<file path="config.mk">
export PLATFORM = sky130hd
export DESIGN_NAME = powerup_spawner
export DESIGN_NICKNAME = d
export VERILOG_FILES = /design/src/rtl/powerup_pkg.sv /design/src/rtl/lfsr16.sv /design/src/rtl/powerup_spawner.sv
export SDC_FILE = /design/constraint.sdc
export NUM_CORES = 1
export LEC_CHECK = 0
export ABC_AREA = 1
export CORE_MARGIN = 1
export CORE_UTILIZATION = 41
export CTS_BUF_LIST = sky130_fd_sc_hd__clkbuf_8
export CTS_CLUSTER_SIZE = 16
export DETAILED_ROUTE_END_ITERATION = 12
export SYNTH_ARGS = -nofsm -noshare
export SYNTH_HDL_FRONTEND = slang
export SYNTH_SLANG_ARGS = --single-unit
</file>
<file path="constraint.sdc">
create_clock -name clk -period 1.6 [get_ports clk]
set_input_delay 0.32 -clock clk [delete_from_list [all_inputs] [get_ports clk]]
set_output_delay 0.32 -clock clk [all_outputs]
set_load 0.01 [all_outputs]
</file>
<file path="src/rtl/powerup_pkg.sv">
// Shared power-up types, screen constants and the X-wrap helper.
package powerup_pkg;

  typedef enum logic {PU_TURBO, PU_GODMODE} powerup_t;
  typedef enum {WAIT, FALLING} spawner_state_t;

  localparam int unsigned SPRITE_W = 16;
  localparam int unsigned SPRITE_H = 16;
  localparam int unsigned SCREEN_W = 640;
  localparam int unsigned SCREEN_H = 480;

  // Folds a 10-bit random value into 0..xMax with a single subtraction.
  function automatic logic [10:0] wrapX(input logic [9:0] raw, input int unsigned xMax);
    logic [10:0] x;
    x = {1'b0, raw};
    if (32'(raw) > xMax) x = x - 11'(xMax + 1);
    return x;
  endfunction

endpackage

</file>
<file path="src/rtl/lfsr16.sv">
// 16-bit Fibonacci LFSR (taps 16,14,13,11), free-running, shared by randomised objects.
module lfsr16 #(
  parameter logic [15:0] SEED = 16'hACE1
) (
  input  logic        clk,
  input  logic        reset,
  output logic [15:0] out
);

  always_ff @(posedge clk) begin
    if (reset) out <= SEED;
    else       out <= {out[14:0], out[15] ^ out[13] ^ out[12] ^ out[10]};
  end

endmodule

</file>
<file path="src/rtl/powerup_spawner.sv">
// Spawns one falling Turbo/GodMode power-up at a time and emits typed collection pulses.
// Optional POWERUP_PAUSE_EN adds a pause input that freezes frame-driven activity.
module powerup_spawner
  import powerup_pkg::*;
#(
  parameter int unsigned SPAWN_INTERVAL_FRAMES = 300,
  parameter int unsigned FALL_SPEED            = 2,
  parameter int unsigned START_Y               = 0,
  parameter int unsigned BOTTOM_LIMIT          = 463,
  parameter int unsigned X_MAX                 = 623,
  parameter logic [15:0] LFSR_SEED             = 16'hACE1
) (
  input  logic               clk,
  input  logic               reset,
  input  logic               startOfFrame,
  input  logic               powerupHit,
`ifdef POWERUP_PAUSE_EN
  input  logic               pause,
`endif
  output logic signed [10:0] topLeftX,
  output logic signed [10:0] topLeftY,
  output logic               powerupType,
  output logic               powerupVisible,
  output logic               turboCollected,
  output logic               godModeCollected
);

  localparam int unsigned CNT_W = $clog2(SPAWN_INTERVAL_FRAMES) + 1;
  localparam logic [CNT_W-1:0] CNT_LAST = CNT_W'(SPAWN_INTERVAL_FRAMES - 1);

  spawner_state_t   state;
  logic [CNT_W-1:0] frameCnt;
  powerup_t         typeReg;
  logic [15:0]      lfsrOut;
  logic             frameTick;
  logic [10:0]      nextY;
  logic             unusedLfsrBits;

  lfsr16 #(.SEED(LFSR_SEED)) uLfsr (
    .clk   (clk),
    .reset (reset),
    .out   (lfsrOut)
  );

  assign unusedLfsrBits = ^lfsrOut[14:10];

`ifdef POWERUP_PAUSE_EN
  assign frameTick = startOfFrame & ~pause;
`else
  assign frameTick = startOfFrame;
`endif

  assign nextY       = topLeftY + 11'(FALL_SPEED);
  assign powerupType = typeReg;

  always_ff @(posedge clk) begin
    if (reset) begin
      state            <= WAIT;
      frameCnt         <= '0;
      topLeftX         <= '0;
      topLeftY         <= 11'(START_Y);
      typeReg          <= PU_TURBO;
      powerupVisible   <= 1'b0;
      turboCollected   <= 1'b0;
      godModeCollected <= 1'b0;
    end else begin
      turboCollected   <= 1'b0;
      godModeCollected <= 1'b0;
      case (state)
        WAIT: begin
          if (frameTick) begin
            if (frameCnt == CNT_LAST) begin
              topLeftX       <= wrapX(lfsrOut[9:0], X_MAX);
              topLeftY       <= 11'(START_Y);
              typeReg        <= powerup_t'(lfsrOut[15]);
              frameCnt       <= '0;
              powerupVisible <= 1'b1;
              state          <= FALLING;
            end else begin
              frameCnt <= frameCnt + 1'b1;
            end
          end
        end
        FALLING: begin
          // A hit outranks frame movement, so a catch on the last row is never a miss.
          if (powerupHit) begin
            turboCollected   <= (typeReg == PU_TURBO);
            godModeCollected <= (typeReg == PU_GODMODE);
            powerupVisible   <= 1'b0;
            frameCnt         <= '0;
            state            <= WAIT;
          end else if (frameTick) begin
            if (nextY > 11'(BOTTOM_LIMIT)) begin
              powerupVisible <= 1'b0;
              state          <= WAIT;
            end else begin
              topLeftY <= nextY;
            end
          end
        end
        default: state <= WAIT;
      endcase
    end
  end

endmodule

</file>
==> flow_metrics.env, run 1 <==
export IMPL_r2r_end="topLeftX[9]$_SDFFE_PP0P_"
export IMPL_fp_row_count=27
export IMPL_synth_edff_count=0
export IMPL_hp_start="uLfsr.out[11]$_SDFF_PP1_"
export IMPL_cpMostUsedCell="inv_4"
export IMPL_max_stage_delay_ns=0.36
export IMPL_syn_to_final_growth_pct=38.9
export IMPL_hold_slack_ns=0.412
export IMPL_end_kind="flop"
export IMPL_fin_crit_sh=1.02
export IMPL_fin_area_sq_mm=0.00322
export IMPL_die_area_sq_mm=0.00596
export IMPL_synth_seq_cells=51
export IMPL_power_density_mw_per_mm2=746
export IMPL_power_mw=2.40
export IMPL_initial_utilization=0.424
export IMPL_final_nets=385
export IMPL_crit_arrival_ns=1.86
export IMPL_r2r_slack_ns=-0.04
export IMPL_drt_wirelength_per_cell_um=11.5
export IMPL_cap_violations=0
export IMPL_fin_crit_ns=1.64
export IMPL_slew_violations=0
export IMPL_ys_seq_area_frac=0.440
export IMPL_skew_ns=0.00597
export IMPL_synthFlopType="dfxtp_1"
export IMPL_clk_latency_ns=0.31
export IMPL_cts_root_buf="clkbuf_8"
export IMPL_grt_antenna_before_repair=0
export IMPL_avgSynthCellArea_sq_um=7.61
export IMPL_place_congestion=0.817
export IMPL_postLayoutCoreUtil=0.589
export IMPL_netlist_area_sq_mm=0.00232
export IMPL_seq_area_sq_mm=0.00105
export IMPL_layout_drive_gt1_share=0.305
export IMPL_fill_cells=543
export IMPL_place_area_sq_mm=0.00293
export IMPL_dp_cells=432
export IMPL_cts_hold_buf=0
export IMPL_htree_num_levels=2
export IMPL_path_cells="ha_4, nor3b_2, nand4_1, nor2_2, inv_4, nor2_4, inv_4, o31ai_2"
export IMPL_min_to="uLfsr.out[12]$_SDFF_PP0_"
export IMPL_multiInputGateArea_sq_mm=0.00120
export IMPL_clock_path_buffers=2
export IMPL_r2r_start="frameCnt[1]$_SDFFE_PP0P_"
export IMPL_cp_start_kind="flop"
export IMPL_port_buffers=28
export IMPL_netlist_instances=305
export IMPL_ff2ff_path_depth=8
export IMPL_die_w_um=77.2
export IMPL_cp_max_fo=5
export IMPL_ant_nets=0
export IMPL_setup_viol=2
export IMPL_ios=30
export IMPL_fmax_mhz=611
export IMPL_numCtsBuffers=5
export IMPL_tns_ns=-0.0418
export IMPL_yosysUniqueCellTypes=37
export IMPL_peakVddDrop_mv=0.502
export IMPL_setup_ws_ns=-0.0366
export IMPL_post_dp_hpwl_um=3680
export IMPL_antennaDiodeCount=0
export IMPL_drt_iter0_drc=99
export IMPL_grt_max_degree=18
export IMPL_track_usage=0.182
export IMPL_clk_pin_slew_ns=0.10
export IMPL_drc=0
export IMPL_grt_ovfl_total=0
export IMPL_postSynth_asyncResetShare=0
export IMPL_grt_setup_unrepaired="true"
export IMPL_crit_type="reg -> reg"
export IMPL_core_area_sq_mm=0.00547
export IMPL_status="finished, violations left"
export IMPL_whs_path_depth=2
export IMPL_yosys_warnings=0
export IMPL_hold_path_class="reg -> reg"
export IMPL_vias_per_cell=4.69
export IMPL_grt_pass1_wl_um=8630
export IMPL_firstDrtPassIters=4
export IMPL_hold_viol_final=0
export IMPL_synth_nets=314
export IMPL_numClockSinks=51
export IMPL_cp_slowest_cell="dfxtp_2"
export IMPL_required_ns=1.83
export IMPL_wl_um=5150
export IMPL_grt_pass1_vias=1957
export IMPL_dp_slack_ns=-0.244
export IMPL_cts_tree="built"
export IMPL_cellLeakagePower_nw=1.36
export IMPL_die_y_um=77.2
export IMPL_violations="negative setup slack"
export IMPL_final_cells=449
export IMPL_dr_total_vias=2106
state kept, by name (all words and copies together), names as in the netlist:
| signal | cells |
|---|---|
| frameCnt | 10 |
| powerupVisible | 1 |
| godModeCollected | 1 |
| uLfsr.out | 16 |
| turboCollected | 1 |
| topLeftY | 10 |
| powerupType | 1 |
| topLeftX | 11 |
synthesized netlist by cell type, drive strengths merged, types with 4 or more instances:
library cell   n  area (sq um)
a21oi         11          66.3
buf            5          37.5
clkbuf         4          15.0
dfxtp         51          1020
ha             5          62.6
inv           37           139
nand2         69           279
nand3         20           118
nand4          7          43.8
nor2          49           209
nor3           7          50.1
o21ai         13          65.1
or2            6          37.5
xor2           5          43.8
worst max path at each step:
stage                              from                        to  slack [ns]
2_1_floorplan  topLeftY[3]$_SDFFE_PP0P_  topLeftY[4]$_SDFFE_PP0P_      0.0008
3_3_place_gp               startOfFrame  topLeftX[0]$_SDFFE_PP0P_       -0.20
6_report       frameCnt[1]$_SDFFE_PP0P_  topLeftX[9]$_SDFFE_PP0P_       -0.04
3_5_place_dp               startOfFrame  topLeftX[1]$_SDFFE_PP0P_       -0.24
5_1_grt        frameCnt[1]$_SDFFE_PP0P_  topLeftX[9]$_SDFFE_PP0P_       -0.10
4_1_cts        frameCnt[0]$_SDFFE_PP0P_  topLeftX[9]$_SDFFE_PP0P_       -0.04
logic make-up (layout without fill, tap and decap cells):
kind of cell	after synthesis	after routing	share of synthesized area
AOI/OAI and AO/OA	33	33	0.0890
buffers and inverters	46	118	0.0825
DFF	51	51	0.440
adders and majority gates	5	5	0.0270
and+or+nand+nor	161	161	0.330
xor gates and xnor gates	8	8	0.0302
other	1	1	0.00162
worst max-delay path: cells and delay by family, from the launching register on:
kind	cells	cell delay [ns]
buffers and inverters	2	0.17
and+or+nand+nor	4	0.71
adders and majority gates	1	0.15
DFF	1	0.36
AOI/OAI and AO/OA	1	0.16
cell usage in the layout, fill, tap and decap left out, types with 7 or more instances in the layout:
| cell | netlist | routed |
|---|---|---|
| nand2_1 | 63 | 60 |
| buf_4 | 1 | 43 |
| nor2_1 | 45 | 42 |
| dfxtp_1 | 51 | 37 |
| inv_1 | 35 | 32 |
| clkdlybuf4s50_1 | 0 | 21 |
| nand3_1 | 18 | 17 |
| dfxtp_2 | 0 | 10 |
| nand2_2 | 5 | 8 |
| nand4_1 | 7 | 7 |
| a21oi_1 | 8 | 7 |
report_power, final:
part | switching, mW | leakage [nW] | total [mW] | internal (mW)
Combinational | 0.0884 | 0.882 | 0.155 | 0.0667
Sequential | 0.0193 | 0.423 | 1.31 | 1.29
Clock | 0.462 | 0.0548 | 0.934 | 0.472
Total | 0.570 | 1.36 | 2.40 | 1.83
repair_timing:
action	CTS	global route
gates cloned	0	0
pin swaps	3	4
resized for setup	28	24
endpoints found under the setup margin	24	32
buffers inserted	5	4
metal layers:
| layer | vias to the layer above | global-route usage | wire length, um |
|---|---|---|---|
| met3 | 5 | 0.0440 | 138 |
| met2 | 24 | 0.298 | 2480 |
| met4 | 0 | 0.0509 | 36 |
| met1 | 967 | 0.235 | 2500 |
| met5 | - | 0 | 0 |
| li1 | 1110 | - | - |
area by class of cell:
| type | count | area share |
|---|---|---|
| Tap cell | 72 | 0.0280 |
| Timing Repair Buffer | 73 | 0.194 |
| Multi-Input combinational cell | 208 | 0.372 |
| Inverter | 37 | 0.0454 |
| Sequential cell | 51 | 0.325 |
| Clock inverter | 3 | 0.0144 |
| Clock buffer | 5 | 0.0214 |
Power figures use the tool's default switching activity.
==> inputs of run 2 (changes only) <==
- CORE_UTILIZATION: 41 -> 35
- GPL_ROUTABILITY_DRIVEN: default -> 0
==> run 2 against run 1 <==
The flow now finishes without violations; sequential cell count is the same; setup slack improved by 0.041 ns; routed wire length increased by 5.1%; worst hold slack better by 0.0088 ns; core utilization fell by 5.5 points; critical path depth increased by 2; non-clock buffer count increased by 8; largest power group unchanged.
==> flow_metrics.env, run 2 (synthesis results as in run 1) <==
export IMPL_status="finished, final reports clean"
export IMPL_grt_antenna_before_repair=0
export IMPL_clock_path_buffers=2
export IMPL_postLayoutCoreUtil=0.533
export IMPL_cp_start_kind="flop"
export IMPL_drt_wirelength_per_cell_um=11.7
export IMPL_htree_num_levels=2
export IMPL_fp_row_count=29
export IMPL_max_stage_delay_ns=0.39
export IMPL_dp_cells=438
export IMPL_dp_slack_ns=-0.247
export IMPL_switching_power_mw=0.594
export IMPL_fmax_mhz=627
export IMPL_setup_viol=0
export IMPL_port_buffers=28
export IMPL_combPwrFrac=0.074
export IMPL_p_clk_frac=0.351
export IMPL_syn_to_final_growth_pct=46.8
export IMPL_hold_viol_final=0
export IMPL_drc=0
export IMPL_cpMostUsedCell="nand3_2"
export IMPL_cts_root_buf="clkbuf_8"
export IMPL_cp_slowest_cell="dfxtp_4"
export IMPL_power_density_mw_per_mm2=671
export IMPL_wl_met2_um=2620
export IMPL_cap_violations=0
export IMPL_post_dp_hpwl_um=3740
export IMPL_wl_um=5410
export IMPL_final_cells=463
export IMPL_die_w_um=83.4
export IMPL_cpLargestDelayFamily="simple AND/OR/NAND/NOR gates"
export IMPL_ios=30
export IMPL_tns_ns=0
export IMPL_final_cell_mix="nand2_1 (55), buf_4 (51), nor2_1 (38), dfxtp_1 (38), inv_1 (31)"
export IMPL_wl_met3_um=157
export IMPL_cts_tree="built"
export IMPL_crit_arrival_ns=1.85
export IMPL_die_area_sq_mm=0.00696
export IMPL_fill_cells=599
export IMPL_clk_pin_slew_ns=0.10
export IMPL_required_ns=1.85
export IMPL_peakVddDrop_mv=0.407
export IMPL_crit_type="reg -> reg"
export IMPL_antennaDiodeCount=0
export IMPL_final_nets=394
export IMPL_regMostFlops="uLfsr.out"
export IMPL_layout_drive_gt1_share=0.368
export IMPL_die_y_um=83.4
export IMPL_seq_power_share=0.574
export IMPL_fin_crit_ns=1.60
export IMPL_grt_max_degree=19
export IMPL_path_cells="ha_4, nand2_4, o21ai_2, nand2_1, nor2_1, nand3_2, nand3_4, buf_6, nand3_2, a21oi_2"
export IMPL_core_area_sq_mm=0.00639
export IMPL_ant_nets=0
export IMPL_cellLeakagePower_nw=1.46
export IMPL_crit_buf_inv=1
export IMPL_setup_ws_ns=0.00405
export IMPL_skew_ns=0.00538
export IMPL_slew_violations=0
export IMPL_initial_utilization=0.363
export IMPL_wl_met1_um=2570
export IMPL_largest_register_ffs=16
export IMPL_routed_top_layer="met4"
export IMPL_grt_setup_unrepaired="true"
export IMPL_hold_path_class="reg -> reg"
export IMPL_grt_pass1_wl_um=9050
export IMPL_grt_pass1_vias=2085
export IMPL_fin_crit_sh=0.997
export IMPL_clk_latency_ns=0.31
export IMPL_grt_ovfl_total=0
export IMPL_numClockSinks=51
export IMPL_final_common_cell="nand2_1"
export IMPL_numCtsBuffers=5
export IMPL_dr_total_vias=2166
export IMPL_swShare=0.260
export IMPL_drt_iter0_drc=120
export IMPL_p_int_mw=1.69
export IMPL_vias_per_cell=4.68
export IMPL_cp_max_fo=4
export IMPL_firstDrtPassIters=4
export IMPL_track_usage=0.158
export IMPL_end_kind="flop"
export IMPL_largest_registers="uLfsr.out: 16 flops, topLeftX: 11 flops"
run 2: changes by cell type in the layout (fill, tap and decap cells not counted), sizes merged:
cell	before	now
buf	45	53
clkinv	0	2
dlygate4sd2	5	6
clkdlybuf4s50	21	19
dlymetal6s2s	2	3
clkinvlp	1	0
bufinv	1	0
nand2	69	70
run 2: what timing repair did:
| action | 4_1_cts | 5_1_grt |
|---|---|---|
| cloned | 0 | 1 |
| endpoints found under the setup margin | 29 | 34 |
| hold endpoints to repair | 0 | 0 |
| pin swaps | 4 | 19 |
| setup buffers | 10 | 6 |
| resized for setup | 28 | 55 |
| hold buffers | 0 | 0 |
run 2: final timing paths:
kind	from	endpoint	slack, ns	cells past startpoint
setup / recovery	topLeftY[2]$_SDFFE_PP0P_	topLeftY[2]$_SDFFE_PP0P_	0.004	10
hold / removal	uLfsr.out[11]$_SDFF_PP1_	uLfsr.out[12]$_SDFF_PP0_	0.42	2
setup reg to reg	topLeftY[2]$_SDFFE_PP0P_	topLeftY[2]$_SDFFE_PP0P_	0.004	10
hold reg to reg	uLfsr.out[11]$_SDFF_PP1_	uLfsr.out[12]$_SDFF_PP0_	0.42	2
run 2: worst reg2reg max path: cells and delay by family, from the launching register on:
| family | cells | cell delay, ns |
|---|---|---|
| simple gates | 6 | 0.60 |
| flops | 1 | 0.39 |
| compound gates | 2 | 0.23 |
| fa+ha+maj | 1 | 0.17 |
| buf+inv | 1 | 0.14 |
run 2: power groups by stage:
stage                     logic [mW]  clock network [mW]  registers, mW
after floorplan               0.0884                   0           1.34
after global placement         0.141                   0           1.35
after detailed placement       0.144                   0           1.35
after CTS                      0.155               0.834           1.31
after global routing           0.191               0.873           1.32
final                          0.169               0.803           1.31
run 2: final cells by class:
type                            instances  area [sq um]  area share
Multi-Input combinational cell        209          1330       0.390
Sequential cell                        51          1050       0.308
Timing Repair Buffer                   81           686       0.201
Inverter                               37           149      0.0437
Tap cell                               77          96.3      0.0283
Clock buffer                            5          68.8      0.0202
Clock inverter                          3          28.8     0.00845
run 2: through the flow:
stage               cell area [sq um]  hold WS (ns)  power, mW
floorplan                        2340         0.388       1.43
global placement                 2940         0.392       1.49
detailed placement               2940         0.403       1.49
CTS                              3170         0.422       2.30
global route                     3410         0.446       2.38
finish                           3410         0.421       2.28
run 2: per-layer routing:
metal,vias up,GRT usage
met5,-,0
met4,0,0.0508
li1,1127,-
met2,21,0.265
met3,5,0.0348
met1,1013,0.202
==> inputs of run 3 (changes only) <==
- CTS_CLUSTER_SIZE: 16 -> default
==> results of run 3 <==
Final layout, timing and power as in run 2 (identical DEF).
==> RTL edit, RTL diff (config.mk and constraints of run 1) <==
`SPAWN_INTERVAL_FRAMES`: 300 -> 150.
--- a/src/rtl/powerup_spawner.sv
+++ b/src/rtl/powerup_spawner.sv
@@ -3,7 +3,7 @@
 module powerup_spawner
   import powerup_pkg::*;
 #(
-  parameter int unsigned SPAWN_INTERVAL_FRAMES = 300,
+  parameter int unsigned SPAWN_INTERVAL_FRAMES = 150,
   parameter int unsigned FALL_SPEED            = 2,
   parameter int unsigned START_Y               = 0,
   parameter int unsigned BOTTOM_LIMIT          = 463,
Formal check against the unedited RTL: no difference found for any inputs over 10 cycles, from zero or initial values and one cycle with reset high; that may be too few to reach the edited logic, so the function may still have changed.
==> RTL edit against run 1 <==
  * The run still ends with negative setup slack left
  * Sequential cell count fell by 1
  * Worst setup slack worse by 63 ps
  * Total power is 6.9% lower
  * Critical path type unchanged
  * Clock power fell by 15%
  * Count of clock-buffer cells in the layout is the same
  * Die area is 0.62% higher
  * Cell area up 2.3%
  * Routed wire length rose by 5.4%
  * Synthesized area is 0.65% higher
  * Cell count grew 1.3%
==> RTL edit: results <==
set metrics [dict create \
    grt_pass1_wl_um 9020 \
    ir_drop_v 0.000555 \
    cp_slowest_cell "dfxtp_4" \
    fin_worst_skew_ps 6.55 \
    syn_area_per_cell_um2 7.48 \
    initialDrtViolationCount 87 \
    reg.largest.list "uLfsr.out: 16 flops, topLeftX: 11 flops, topLeftY: 10 flops" \
    via_per_inst 4.83 \
    tns_ps -943 \
    power_frac_seq_pct 57.7 \
    drive_above_1_share_pct 31.1 \
    grt_use_total_pct 18.6 \
    ys_seq_area_share_pct 42.9 \
    place_ws_ps -218 \
    synthTopCellsByCount "nand2_1, dfxtp_1, inv_1, nor2_1, nand3_1" \
    intPower_w 0.00166 \
    yosysUniqueCellTypes 39 \
    wl_per_cell_um 11.9 \
    dp_hpwl_um 3610 \
    outcome "finished with violations" \
    dpl.cell_count 436 \
    p_clk_share_pct 35.3 \
    violations "negative setup slack" \
    setup_ws_ps -100 \
    leakage_nw 1.44 \
    synth_area_leaders "dfxtp_1, nand2_1, inv_1" \
    first_global_vias 2032 \
    setup_viol 11 \
    worst_ep_arrival_time_ps 1950 \
]
## RTL edit: changes by cell type after synthesis, moves of 3 or more
cell | run 1 | this run
nor3_1 | 4 | 11
nor3b_1 | 1 | 4
nor2_1 | 45 | 35
o21ai_0 | 10 | 6
nor2_2 | 1 | 7
nand2_1 | 63 | 70
nand2_2 | 5 | 1
nand3_1 | 18 | 21
inv_1 | 35 | 39
a221oi_1 | 3 | 0
a2bb2oi_1 | 0 | 3
## RTL edit: area by class of cell
class                   instances  area, um2
fillers                       508       2210
multi-input cells             212       1290
flip-flops and latches         50       1020
repair buffers                 69        621
inverters                      43        170
well taps                      72       90.1
clock buffers                   5       68.8
clock inverters                 3       28.8
repair inverters                1       6.26
## RTL edit: logic make-up after synthesis
kind of cell	count (synthesis)	synth area share [%]
flops	50	42.9
xor+xnor	5	1.88
compound gates	29	7.40
simple gates	169	34.4
buf+inv	52	10.1
fa+ha+maj	6	3.22
other cells	1	0.161
## RTL edit: layer usage
metal | share of wire, % | GRT usage (%)
met5 | 0 | 0
met4 | 0.74 | 5.28
met3 | 3.6 | 3.41
met2 | 47 | 30.5
met1 | 49 | 24.8
## RTL edit: final timing paths
path	endpoint	cells past startpoint	slack, ps	startpoint
worst max-delay path	topLeftY[2]	13	-100	topLeftY[1]
worst min-delay path	uLfsr.out[12]	2	420	uLfsr.out[11]
worst max register to register	topLeftY[2]	13	-100	topLeftY[1]
worst min register to register	uLfsr.out[12]	2	420	uLfsr.out[11]
## RTL edit: worst max-delay path: cells and delay by family, from the launching register on
| kind | cells | cell delay (ps) |
|---|---|---|
| AOI/OAI and AO/OA | 1 | 110 |
| buffers and inverters | 1 | 100 |
| DFF | 1 | 390 |
| and+or+nand+nor | 10 | 870 |
| adders and majority gates | 1 | 170 |
